--- src/rtl/cpu_pkg.sv ---
// ============================================================================
// Package : cpu_pkg
// Brief   : Shared CPU-level widths and types for the output port path.
// Rev     : 1.0 - initial release
// ============================================================================
`default_nettype none

package cpu_pkg;

  localparam int DATA_WIDTH     = 8;
  localparam int OUT_FIFO_DEPTH = 8;

  typedef logic [DATA_WIDTH-1:0] data_t;

endpackage : cpu_pkg

`default_nettype wire

--- src/rtl/out_port_mem.sv ---
// ============================================================================
// Module : out_port_mem
// Brief  : DEPTH x DATA_WIDTH register array, synchronous write, async read.
// Rev    : 1.0 - initial release
// ============================================================================
`default_nettype none

module out_port_mem #(
  parameter int DATA_WIDTH = cpu_pkg::DATA_WIDTH,
  parameter int DEPTH      = cpu_pkg::OUT_FIFO_DEPTH,
  parameter int ADDR_W     = $clog2(DEPTH)
) (
  input  logic                  clk,
  input  logic                  wr_en,
  input  logic [ADDR_W-1:0]     wr_addr,
  input  logic [DATA_WIDTH-1:0] wr_data,
  input  logic [ADDR_W-1:0]     rd_addr,
  output logic [DATA_WIDTH-1:0] rd_data
);

  // Storage is deliberately not reset; validity is tracked by the pointers.
  logic [DATA_WIDTH-1:0] r_mem [DEPTH];

  always_ff @(posedge clk) begin
    if (wr_en) begin
      r_mem[wr_addr] <= wr_data;
    end
  end

  assign rd_data = r_mem[rd_addr];

endmodule : out_port_mem

`default_nettype wire

--- src/rtl/out_port_fifo.sv ---
// ============================================================================
// Module : out_port_fifo
// Brief  : First-word fall-through FIFO between the CPU OUT instruction and
//          the output-port consumer, with sticky overflow flag.
//          Define OUT_PORT_OVF_CNT_EN to add the saturating ovf_cnt_out.
// Rev    : 1.0 - initial release
// ============================================================================
`default_nettype none

module out_port_fifo #(
  parameter int DATA_WIDTH = cpu_pkg::DATA_WIDTH,
  parameter int DEPTH      = cpu_pkg::OUT_FIFO_DEPTH
) (
  input  logic                       clk,
  input  logic                       rst,
  input  logic                       wr_ena,
  input  logic [DATA_WIDTH-1:0]      wr_data,
  output logic                       full_out,
  output logic                       out_valid,
  output logic [DATA_WIDTH-1:0]      out_data,
  input  logic                       out_ready,
  output logic [$clog2(DEPTH):0]     level_out,
  output logic                       overflow_out,
  input  logic                       clr_overflow
`ifdef OUT_PORT_OVF_CNT_EN
  ,
  output logic [7:0]                 ovf_cnt_out
`endif
);

  localparam int c_addr_w = $clog2(DEPTH);
  localparam int c_ptr_w  = c_addr_w + 1;

  logic [c_ptr_w-1:0] r_wr_ptr;
  logic [c_ptr_w-1:0] r_rd_ptr;
  logic               r_overflow;

  logic w_empty;
  logic w_full;
  logic w_pop;
  logic w_push;
  logic w_drop;

  // Extra pointer MSB distinguishes full from empty when the indices match.
  assign w_empty = (r_wr_ptr == r_rd_ptr);
  assign w_full  = (r_wr_ptr[c_ptr_w-1] != r_rd_ptr[c_ptr_w-1]) &&
                   (r_wr_ptr[c_addr_w-1:0] == r_rd_ptr[c_addr_w-1:0]);

  assign w_pop  = !w_empty && out_ready;
  assign w_push = wr_ena && (!w_full || w_pop);
  assign w_drop = wr_ena && w_full && !w_pop;

  always_ff @(posedge clk or negedge rst) begin
    if (!rst) begin
      r_wr_ptr <= '0;
      r_rd_ptr <= '0;
    end else begin
      if (w_push) begin
        r_wr_ptr <= r_wr_ptr + 1'b1;
      end
      if (w_pop) begin
        r_rd_ptr <= r_rd_ptr + 1'b1;
      end
    end
  end

  // A clear in the same cycle as a drop wins.
  always_ff @(posedge clk or negedge rst) begin
    if (!rst) begin
      r_overflow <= 1'b0;
    end else if (clr_overflow) begin
      r_overflow <= 1'b0;
    end else if (w_drop) begin
      r_overflow <= 1'b1;
    end
  end

  out_port_mem #(
    .DATA_WIDTH (DATA_WIDTH),
    .DEPTH      (DEPTH),
    .ADDR_W     (c_addr_w)
  ) u_mem (
    .clk     (clk),
    .wr_en   (w_push),
    .wr_addr (r_wr_ptr[c_addr_w-1:0]),
    .wr_data (wr_data),
    .rd_addr (r_rd_ptr[c_addr_w-1:0]),
    .rd_data (out_data)
  );

  assign full_out     = w_full;
  assign out_valid    = !w_empty;
  assign level_out    = r_wr_ptr - r_rd_ptr;
  assign overflow_out = r_overflow;

`ifdef OUT_PORT_OVF_CNT_EN
  logic [7:0] r_ovf_cnt;

  always_ff @(posedge clk or negedge rst) begin
    if (!rst) begin
      r_ovf_cnt <= 8'd0;
    end else if (clr_overflow) begin
      r_ovf_cnt <= 8'd0;
    end else if (w_drop && (r_ovf_cnt != 8'hFF)) begin
      r_ovf_cnt <= r_ovf_cnt + 8'd1;
    end
  end

  assign ovf_cnt_out = r_ovf_cnt;
`endif

endmodule : out_port_fifo

`default_nettype wire
--- config.mk ---
export PLATFORM = sky130hd
export DESIGN_NAME = out_port_fifo
export DESIGN_NICKNAME = d
export VERILOG_FILES = /design/src/rtl/cpu_pkg.sv /design/src/rtl/out_port_mem.sv /design/src/rtl/out_port_fifo.sv
export SDC_FILE = /design/constraint.sdc
export NUM_CORES = 1
export LEC_CHECK = 0
export CAP_MARGIN = 0
export CORE_MARGIN = 4
export CORE_UTILIZATION = 50
export CTS_BUF_LIST = sky130_fd_sc_hd__clkbuf_4 sky130_fd_sc_hd__clkbuf_8
export CTS_CLUSTER_SIZE = 24
export DETAILED_ROUTE_END_ITERATION = 7
export GPL_TIMING_DRIVEN = 1
export HOLD_SLACK_MARGIN = 0.02
export PLACE_DENSITY = 0.81
export SYNTH_ARGS = -nofsm -noshare
export SYNTH_HDL_FRONTEND = slang
export SYNTH_SLANG_ARGS = --single-unit
--- constraint.sdc ---
create_clock -name clk -period 3 [get_ports clk]
set_input_delay 0.45 -clock clk [delete_from_list [all_inputs] [get_ports clk]]
set_output_delay 0.45 -clock clk [all_outputs]
set_load 0.005 [all_outputs]
Word-level counts from Yosys, hierarchy flattened

Memory sizes are Yosys's and may differ from the RTL's.
Cells that the tools add are included.

Flip-flop bits (word level): 9
Memory bits (writable): 64
Input bits: 13
Output and inout port bits: 15
Word-level logic and storage cells: 24
Memories: 1

Memories:

| name        | depth | width | read ports | clocked after memory_dff | wr ports | line               | RTL |
|---|---|---|---|---|---|---|---|
| u_mem.r_mem | 8     | 8     | 1          | 0                        | 1        | out_port_mem.sv:22 | `logic [DATA_WIDTH-1:0] r_mem [DEPTH];` |

$add $sub $neg: 3
Eq/ne operators: 3
Mux-type cells: 4
Reduce and logical (&&, ||, !) cells: 10

Operator list:

| kind                  | number |
|---|---|
| $add A4 B1 Y4 const B | 2 |
| $logic_and A1 B1 Y1   | 5 |
| $eq A4 B4 Y1          | 1 |
| $mux W1               | 4 |
| $sub A4 B4 Y4         | 1 |
| $eq A3 B3 Y1          | 1 |
| $logic_not A1 Y1      | 3 |
| $reduce_bool A2 Y1    | 1 |
| $logic_or A1 B1 Y1    | 1 |
| $ne A1 B1 Y1          | 1 |

Logic depth before layout (Yosys ltp)

Gate-level depths: netlist of the first run.

Word-level depth: 7
Gate-level depth with buffers: 8
Depth with buffers taken out: 6

By module

From an unflattened synthesis of the first run, not the netlist that was laid out.

Cells, all modules: 155
Area total of the unflattened synthesis: 3070.4 sq um

Modules (own cells, without submodules):

| module        | times used | cells an instance | area an instance (sq um) | seq. area each (sq um) |
|---|---|---|---|---|
| out_port_mem  | 1          | 106               | 2531.2                   | 1921.8 |
| out_port_fifo | 1          | 49                | 539.3                    | 225.2 |

Worst setup path before layout of the first run

Ideal clock, no wire load.

Kind: flip-flop to flip-flop
Start point: register r_rd_ptr[1]
End point: memory u_mem.r_mem[1][0], enable pin
Setup time: 0.395 ns
Arrival time: 2.384 ns
Data required time: 2.605 ns
Slack: 0.221 ns
Stages on the path, launching flop included: 8
Path buffers: 2
Period minus slack after synthesis: 2.779 ns
Path through: dfrtp_1 -> clkbuf_1 -> buf_2 -> inv_1 -> ha_1 -> nand3_1 -> nor3_2 -> nor4_1

Longest elaborated chain between the ends: 7
Elaborated cells between the ends (all ways): 10
Classes of those cells: eq/ne: 2; mux: 2; reduce/logical: 6

RTL lines:

| what                                                    | line                                     | RTL |
|---|---|---|
| start: declaration                                      | out_port_fifo.sv:35                      | `logic [c_ptr_w-1:0] r_rd_ptr;` |
| start signal: assignment                                | out_port_fifo.sv:62                      | `r_rd_ptr <= r_rd_ptr + 1'b1;` |
| $eq A4 B4 Y1 or $eq A3 B3 Y1 (tied branches)            | out_port_fifo.sv:45, out_port_fifo.sv:47 |  |
| $logic_not A1 Y1 or $logic_and A1 B1 Y1 (tied branches) | out_port_fifo.sv:49, out_port_fifo.sv:46 |  |
| $logic_and A1 B1 Y1 or $logic_not A1 Y1 (tied branches) | out_port_fifo.sv:49, out_port_fifo.sv:50 |  |
| $logic_or A1 B1 Y1 (*)                                  | out_port_fifo.sv:50                      | `assign w_push = wr_ena && (!w_full \|\| w_pop);` |
| $logic_and A1 B1 Y1 (*)                                 | out_port_fifo.sv:50                      |  |
| $mux W1 (*)                                             | out_port_mem.sv:25                       | `if (wr_en) begin` |
| $mux W1 (implied by the code) (*)                       | out_port_mem.sv:26                       | `r_mem[wr_addr] <= wr_data;` |
| end: declaration                                        | out_port_mem.sv:22                       |  |

Mark *: on every way between the ends. The rest lies on a longest branch, timed or not.

Worst setup path in the final report of the first run

Start point: register r_wr_ptr[0]
End point: output port level_out[2]

Longest elaborated chain between the ends: 1

RTL lines:

| what                     | line                | RTL |
|---|---|---|
| start: declaration       | out_port_fifo.sv:34 | `logic [c_ptr_w-1:0] r_wr_ptr;` |
| start signal: assignment | out_port_fifo.sv:59 | `r_wr_ptr <= r_wr_ptr + 1'b1;` |
| $sub A4 B4 Y4            | out_port_fifo.sv:93 | `assign level_out = r_wr_ptr - r_rd_ptr;` |
| end: declaration         | out_port_fifo.sv:22 | `output logic [$clog2(DEPTH):0] level_out,` |

Every way passes these cells.

==> results of run 1 <==
## final cells by class
type	instances	share of cell area (%)
sequential	73	59.36
multi-input combinational	85	22.10
timing repair buffer	39	9.962
clock buffer	11	3.839
tap	72	2.490
clock inverter	5	1.522
inverter	7	0.7264
## cell usage after synthesis
library cell	instances	area, sq um
xnor2_2	1	16.27
ha_1	5	62.56
or3_4	1	11.26
dfrtp_1	9	225.2
nand2_2	1	6.260
nor4_1	1	6.260
and3_1	1	6.260
xor2_1	1	8.760
fa_1	1	20.02
edfxtp_1	64	1922
mux2_1	2	22.52
mux4_2	16	360.4
clkinv_1	1	3.750
nand4_1	1	6.260
clkbuf_1	2	7.510
xnor2_1	7	61.31
o31ai_2	1	12.51
inv_1	6	22.52
buf_6	1	11.26
nor2_1	5	18.77
nand3_1	7	35.03
nand2_1	26	97.59
a21oi_1	2	10.01
nor3_1	4	20.02
buf_2	2	10.01
nor3_2	1	10.01
a21o_1	1	7.510
## per-layer routing
metal	vias up	wire (um)
met5	-	0
met2	65	2704
met1	803	2317
met3	16	339
li1	739	-
met4	0	184
## logic make-up (layout without fill, tap and decap cells)
logic type / after synthesis / after routing / synth area share [%]
xor+xnor: 9 / 9 / 2.876
fa+ha+maj: 6 / 6 / 2.751
mux: 18 / 18 / 12.76
buf+inv: 12 / 62 / 1.834
flops: 73 / 73 / 71.53
compound gates: 4 / 4 / 1.000
simple gates: 48 / 48 / 7.253
## critical path: cells and delay by family (launching register included)
family / cells / cell delay (ns)
buf+inv: 2 / 0.62
flops: 1 / 0.43
xor+xnor: 1 / 0.18
fa+ha+maj: 2 / 0.63
## path summary, 6_finish.rpt
path | start | to | slack (ns) | cells after the start
max | r_wr_ptr[0] | level_out[2] | 0.35 | 5
min in group clk | overflow_out | overflow_out | 0.51 | 2
max in group asynchronous | rst | r_rd_ptr[0] | 2.28 | 1
min reg2reg | overflow_out | overflow_out | 0.51 | 2
max reg2reg | r_wr_ptr[2] | u_mem.r_mem[1][0] | 0.52 | 5
min | rst | r_wr_ptr[0] | 0.42 | 1
## power by group
group	internal [mW]	switching, mW	total, mW
registers	1.30	0.0961	1.40
clock network	0.402	0.342	0.743
logic	0.858	0.713	1.57
## sequential cells by signal, summed over array words and instances, names as in the netlist
register	flops
r_rd_ptr	4
overflow_out	1
r_wr_ptr	4
u_mem.r_mem	64
==> flow_metrics.tcl, run 1 <==
set metrics [dict create \
    clock_sinks 73 \
    clk_latency_ns 0.34 \
    max_stage_delay_ns 0.52 \
    top_usage_layer "met2" \
    min_period_ns 2.651 \
    maxSlewHeadroom_pct 25.71 \
    avgViaCountPerCell 5.558 \
    cp_slowest_cell "clkdlybuf4s50_1" \
    cts_buffers 9 \
    netlist_area_sq_um 3002 \
    yosys_warnings 0 \
    clk_pin_slew_ns 0.07 \
    ir_worst_vdd_uv 1041 \
    fin_crit_sh_pct 88.37 \
    cp_data_arrival_time_ns 2.20 \
    drc 0 \
    path_max_fanout 5 \
    worst_slew_pin_slew_ns 1.104 \
    cts_root_buffer "clkbuf_8" \
    clock.fmax_mhz 377.2 \
    powerDensity_nw_per_um2 1027 \
    status "complete, no violations" \
    fp-row-count 27 \
    area_delta_synth_final_pct 20.51 \
    crit_path_start_kind "flop" \
    hold_viol 0 \
    power_mw 3.715 \
    synthCells 170 \
    slew_violations 0 \
    dp_hpwl_um 3739 \
    numPortBuffers 27 \
    dieWidth_um 85.48 \
    placed_cell_area_sq_um 3423 \
    drive_above_1_share_pct 21.82 \
    dieHeight_um 85.48 \
    final_common_cell "edfxtp_1" \
    ctsHoldBuffers 0 \
    grt_max_degree 21 \
    vias 1623 \
    cts_max_level 3 \
    ff_latch_area_sq_um 2147 \
    syn_nets 189 \
    hold_slack_ns 0.4176 \
    num-nets-final 234 \
    routed_wire_length_per_instance_um 18.99 \
    num_antenna_cells 0 \
    wl_um 5546 \
    grtUsageMet3_pct 2.913 \
    syn_area_per_cell_sq_um 17.66 \
    first_pass_iters 4 \
    crit_chain "inv_1 -> ha_1 -> fa_1 -> xnor2_1 -> clkdlybuf4s50_1" \
    cts_buffer_depth 2 \
    required_ns 2.55 \
    final.setup.tns_ns 0 \
    fin_cells 292 \
    timing.final.ws_setup_ns 0.3490 \
    drt-initial-drc-count 99 \
    cts_tree "built" \
    cts_setup_buffers 0 \
    grt_setup_unrepaired "no" \
    grtUsageTotal_pct 16.67 \
    hp-class "input port to async pin" \
    skew_ns 0.009576 \
    grt_pass1_wl_um 8652 \
    ios 28 \
    antenna_found_initial 0 \
    ys_ff_latch 73 \
    gp_congestion 0.8191 \
    fp.coreArea_sq_um 5675 \
    end_kind "output port" \
    multiInputGateArea_sq_um 799.5 \
    use_met2_pct 24.22 \
    grtUsageMet1_pct 23.15 \
    cts.repair.resized 0 \
    max-cap-violations 0 \
    design_area_sq_um 3617 \
    place_inst 276 \
    fill_cells 404 \
    dpl_worst_slack_ns 0.4342 \
    start_util_pct 52.89 \
    layout_common_cells "edfxtp_1 (64), clkdlybuf4s50_1 (27), nand2_1 (26)" \
    critPathKind "flop to output port" \
    die_area_sq_um 7307 \
    yosysUniqueCellTypes 27 \
    ys_seq_area_share_pct 71.53 \
    grt_pass1_vias 1590 \
    setup_violations 0 \
    utilization_pct 63.73 \
    globalRouteOverflowTotal 0 \
    ant_nets 0 \
    power.leakage_nw 1.293 \
]
Note: power is estimated with default switching activity, not from simulation.
==> inputs of run 2 (changes only) <==
CORE_MARGIN = unset   (was 4)
==> run 2 against run 1 <==
Compared with the run above: non-clock buffer count fell by 3; cell count fell by 1.0%; combinational power fell by 4%; routed wire length fell by 1.9%; total power fell by 1.1%; register-to-register slack got worse by 0.02 ns; first-iteration DRC count rose by 14%; critical endpoint is now level_out[3]; largest cell class unchanged; largest power group unchanged.
==> flow_metrics.tcl, run 2 (synthesis gave the netlist of run 1 again) <==
set metrics [dict create \
    setup_violations 0 \
    r2r-end "u_mem.r_mem[7][6]" \
    avgViaCountPerCell 5.419 \
    ir_worst_vdd_uv 750.6 \
    highest_layer "met4" \
    critPathKind "flop to output port" \
    drt-initial-drc-count 113 \
    cts_buffers 9 \
    path_buf_inv 2 \
    drc 0 \
    cts_root_buffer "clkbuf_8" \
    utilization_pct 63.65 \
    dieWidth_um 79.48 \
    cts_max_level 3 \
    clock_sinks 73 \
    grt_pass1_wl_um 8666 \
    power_mw 3.673 \
    dieHeight_um 79.48 \
    r2r-start "r_rd_ptr[2]" \
    start_util_pct 53.20 \
    clock.fmax_mhz 360.5 \
    ctsHoldBuffers 0 \
    first_pass_iters 4 \
    ios 28 \
    routed_wire_length_per_instance_um 18.82 \
    cts_tree "built" \
    maxSlewHeadroom_pct 42.55 \
    regToRegSetupSlack_ns 0.50 \
    min_period_ns 2.774 \
    fill_cells 415 \
    area_delta_synth_final_pct 19.63 \
    gp_congestion 0.7315 \
    crit_chain "inv_1 -> ha_1 -> a21o_1 -> a21oi_1 -> xnor2_1 -> clkdlybuf4s50_1" \
    final_common_cell "edfxtp_1" \
    status "complete, no violations" \
    path_max_fanout 9 \
    fin_crit_sh_pct 92.46 \
    largest_register_ffs 64 \
    globalRouteOverflowTotal 0 \
    cp_slowest_cell "dfrtp_1" \
    grtUsageTotal_pct 20.11 \
    max_stage_delay_ns 0.58 \
    top_regs "u_mem.r_mem (64), r_rd_ptr (4), r_wr_ptr (4)" \
    regMostFlops "u_mem.r_mem" \
    max-cap-violations 0 \
    final.setup.tns_ns 0 \
    power.leakage_nw 1.275 \
    grt_setup_unrepaired "no" \
    timing.final.ws_setup_ns 0.2263 \
    ff2ff_path_depth 5 \
    die_area_sq_um 6317 \
    worst_slew_pin_slew_ns 0.8585 \
    layout_common_cells "edfxtp_1 (64), clkdlybuf4s50_1 (27), nand2_1 (26)" \
    dpl_worst_slack_ns 0.4952 \
    powerDensity_nw_per_um2 1023 \
    fp-row-count 27 \
    crit_path_start_kind "flop" \
    antenna_found_initial 0 \
    num-nets-final 231 \
    clk_pin_slew_ns 0.07 \
    hp-class "input port to async pin" \
    cts_buffer_depth 2 \
    hold_slack_ns 0.4048 \
    hold_viol 0 \
    ant_nets 0 \
    cts.repair.resized 0 \
    fp.coreArea_sq_um 5642 \
    numPortBuffers 27 \
    dp_hpwl_um 3608 \
    num_antenna_cells 0 \
    dr_wl_met2_um 2738 \
    met3WireLength_um 234 \
    grt_max_degree 14 \
    slew_violations 0 \
    cts_setup_buffers 0 \
    skew_ns 0.005938 \
    drive_above_1_share_pct 20.28 \
    required_ns 2.55 \
    grt_pass1_vias 1652 \
    vias 1566 \
    cp_data_arrival_time_ns 2.32 \
    end_kind "output port" \
    clk_latency_ns 0.34 \
    cpLargestDelayFamily "buffers and inverters" \
    wl_um 5438 \
    met1Wirelength_um 2362 \
]
-- run 2: cell types whose count changed in the layout (fill, tap and decap cells not counted) --
cell / before / now
buf_4: 12 / 9
clkbuf_4: 2 / 1
clkinv_1: 2 / 3
clkinv_4: 0 / 1
inv_6: 1 / 0
-- run 2: metrics by stage --
step           area [sq um]  instances
3_3_place_gp           3401        273
2_1_floorplan          3002        170
4_1_cts                3591        289
5_1_grt                3591        289
6_report               3591        289
3_5_place_dp           3401        273
-- run 2: worst max path at each step --
stage                   endpoint        start  depth (start not counted)
2_1_floorplan  u_mem.r_mem[1][0]  r_rd_ptr[1]                          7
3_3_place_gp   u_mem.r_mem[7][4]  r_rd_ptr[2]                          5
3_5_place_dp   u_mem.r_mem[7][7]  r_rd_ptr[2]                          5
4_1_cts             level_out[3]  r_rd_ptr[1]                          6
5_1_grt                 full_out  r_rd_ptr[2]                          5
6_report            level_out[3]  r_rd_ptr[1]                          6
-- run 2: final cells by class --
type                    instances  area [sq um]  share of cell area (%)
flip-flops and latches         73          2147                   59.79
multi-input cells              85         799.5                   22.26
repair buffers                 36         337.8                   9.408
clock buffers                  10         131.4                   3.659
well taps                      72         90.09                   2.509
clock inverters                 6         58.81                   1.638
inverters                       7         26.28                  0.7317
-- run 2: where the power goes --
part | leakage [nW] | switching [mW] | internal [mW]
combinational | 0.491 | 0.662 | 0.838
sequential | 0.689 | 0.144 | 1.30
clock | 0.0948 | 0.338 | 0.387
total | 1.28 | 1.14 | 2.53
-- run 2: per-layer routing --
metal | vias up | track usage [%]
li1 | 731 | -
met1 | 790 | 26.52
met2 | 34 | 31.71
met3 | 11 | 4.343
met4 | 0 | 10.00
met5 | - | 0
==> inputs of run 3 (changes only) <==
CAP_MARGIN = 20   (was 0)
==> results of run 3 <==
No change in the layout: final DEF, timing and power equal those of run 2.
==> patch (config.mk and constraints of run 2) <==
Add a define of `OUT_PORT_OVF_CNT_EN`.
--- a/src/rtl/out_port_fifo.sv
+++ b/src/rtl/out_port_fifo.sv
@@ -6,6 +6,8 @@
 // Rev    : 1.0 - initial release
 // ============================================================================
 `default_nettype none
+
+`define OUT_PORT_OVF_CNT_EN
 
 module out_port_fifo #(
   parameter int DATA_WIDTH = cpu_pkg::DATA_WIDTH,
Behaviour (old outputs only; new: ovf_cnt_out): unchanged (equiv_simple and equiv_induct, registers matched by name and starting in step).
==> patch against run 2 <==
Total power grew 2.3%. Non-clock buffer count rose by 12. Synthesized area is 14% higher. Synthesized cell count rose by 30%. Critical endpoint is now out_data[0]. First-iteration DRC count up 72%. Sequential cell count grew 8. Cell area grew 14%. Worst setup slack better by 60 ps. Register-to-register slack got worse by 110 ps. Routed wire length is 24% higher. Die area grew 13%. Via count up 31%. Worst hold slack improved by 90 ps.
==> patch: results (changes against run 2) <==
metric	value	unit	change
power share of the clock group	18.8	%	-1.0 points
CP arrival	2260	ps	-60 ps
pin count of the biggest net entering global routing	21		+7
Avg WL per Cell	19.12	um	+1.6%
clock-pin slew on the worst setup and hold paths	80	ps	
RR Endpoint	ovf_cnt_out[3]		
Clock Skew	5.580	ps	-0.3577 ps
Pleak	1.481	nW	+16%
worst min path class	reg2reg		
Unique masters post-synth	34		+26%
vias post-DR	2049		+31%
Placed Area	0.003925	mm2	+15%
GRT met1 Usage	29.07	%	+2.5 points
reg2reg start	r_wr_ptr[2]		
Internal Power	2.539	mW	+0.39%
DP HPWL	4496	um	+25%
Max-slew headroom	48.47	%	+5.9 points
Pre-antenna DRT Iters	6		+2
XOR/XNOR Fraction of Synth Area	2.051	%	-0.83 points
first-pass GRT wire length	10790	um	+25%
Largest register FFs	64		unchanged
Adder-Cell Fraction of Synth Area	2.783	%	+0.032 points
M3 GR Usage	4.425	%	+0.082 points
Tot GR Track Use	20.76	%	+0.65 points
Post-Place Worst Slack	407.2	ps	-88.00 ps
CP startpoint	r_rd_ptr[0]		
GR Layer Usage met2	31.78	%	+0.072 points
syn_nets	241		+28%
top cells by count, synth	edfxtp_1 (64), nand2_1 (34), dfrtp_1 (17)		
vias in the first global route	2075		+26%
FFs w/ async S/R, synth	20.99	%	+8.7 points
Seq. pwr	1.49	mW	+3%
worst reg2reg setup slack	390	ps	-110 ps
fraction of synthesized area in multiplexers	10.88	%	-1.9 points
Post-layout nets	291		+26%
drt first-iter violations	194		+72%
CP Max Fanout	19		+10
hold path depth	1		
share of layout cells above drive strength 1	16.30	%	-4.0 points
Synth area leaders	edfxtp_1 (56%), dfrtp_1 (12%), mux4_2 (11%)		
VDD IR max	0.5093	mV	-32%
status	finished clean		
IO Port Bufs	35		+30%
sequential-to-total area share from yosys stat	68.69	%	-2.8 points
Compound-Gate Fraction of Synth Area	3.881	%	+2.9 points
==> patch: cell types whose count changed after synthesis, sizes merged, moves of 4 or more <==
cell    before  now
clkbuf       2    6
or4          0    4
dfrtp        9   17
o31ai        1    6
nand2       27   34
inv          6   10
a21oi        2    8
==> patch: layout make-up <==
cell class / instances / area (um2)
fill: 471 / 2355
tap: 77 / 96.34
clock inverter: 7 / 55.05
inverter: 11 / 41.29
multi-input combinational: 120 / 992.2
clock buffer: 9 / 123.9
timing repair buffer: 48 / 447.9
sequential: 81 / 2347
==> patch: logic make-up after synthesis <==
logic type	count (synthesis)
fa+ha+maj	7
buf+inv	20
simple gates	67
flops	81
mux	17
xor+xnor	8
compound gates	21
==> patch: through the flow <==
stage	hold WS, ps	cells
after global routing	529.1	353
after global placement	483.8	337
after CTS	500.9	353
after detailed placement	486.4	337
after floorplan	154.4	221
final	495.0	353
==> patch: critical path, cell delays in order, from the launching register on <==
cell and delay (ps):
dfrtp_1 360, buf_4 350, mux4_2 590, nand2_1 90, nand2_1 70, clkdlybuf4s50_1 450
==> patch: worst max path at each step <==
stage | end | slack, ps | cells after the start
finish | out_data[0] | 290 | 5
global route | out_data[5] | 180 | 5
CTS | out_data[5] | 260 | 5
detailed placement | ovf_cnt_out[5] | 410 | 4
global placement | ovf_cnt_out[5] | 470 | 4
floorplan | u_mem.r_mem[0][0] | 170 | 8
==> patch: metal layers <==
layer,routed length (um),share of wire [%],vias to the layer above
met1,2882,43,1037
met4,170,2.5,0
met2,3348,50,62
li1,-,-,936
met3,350,5.2,14
met5,0,0,-
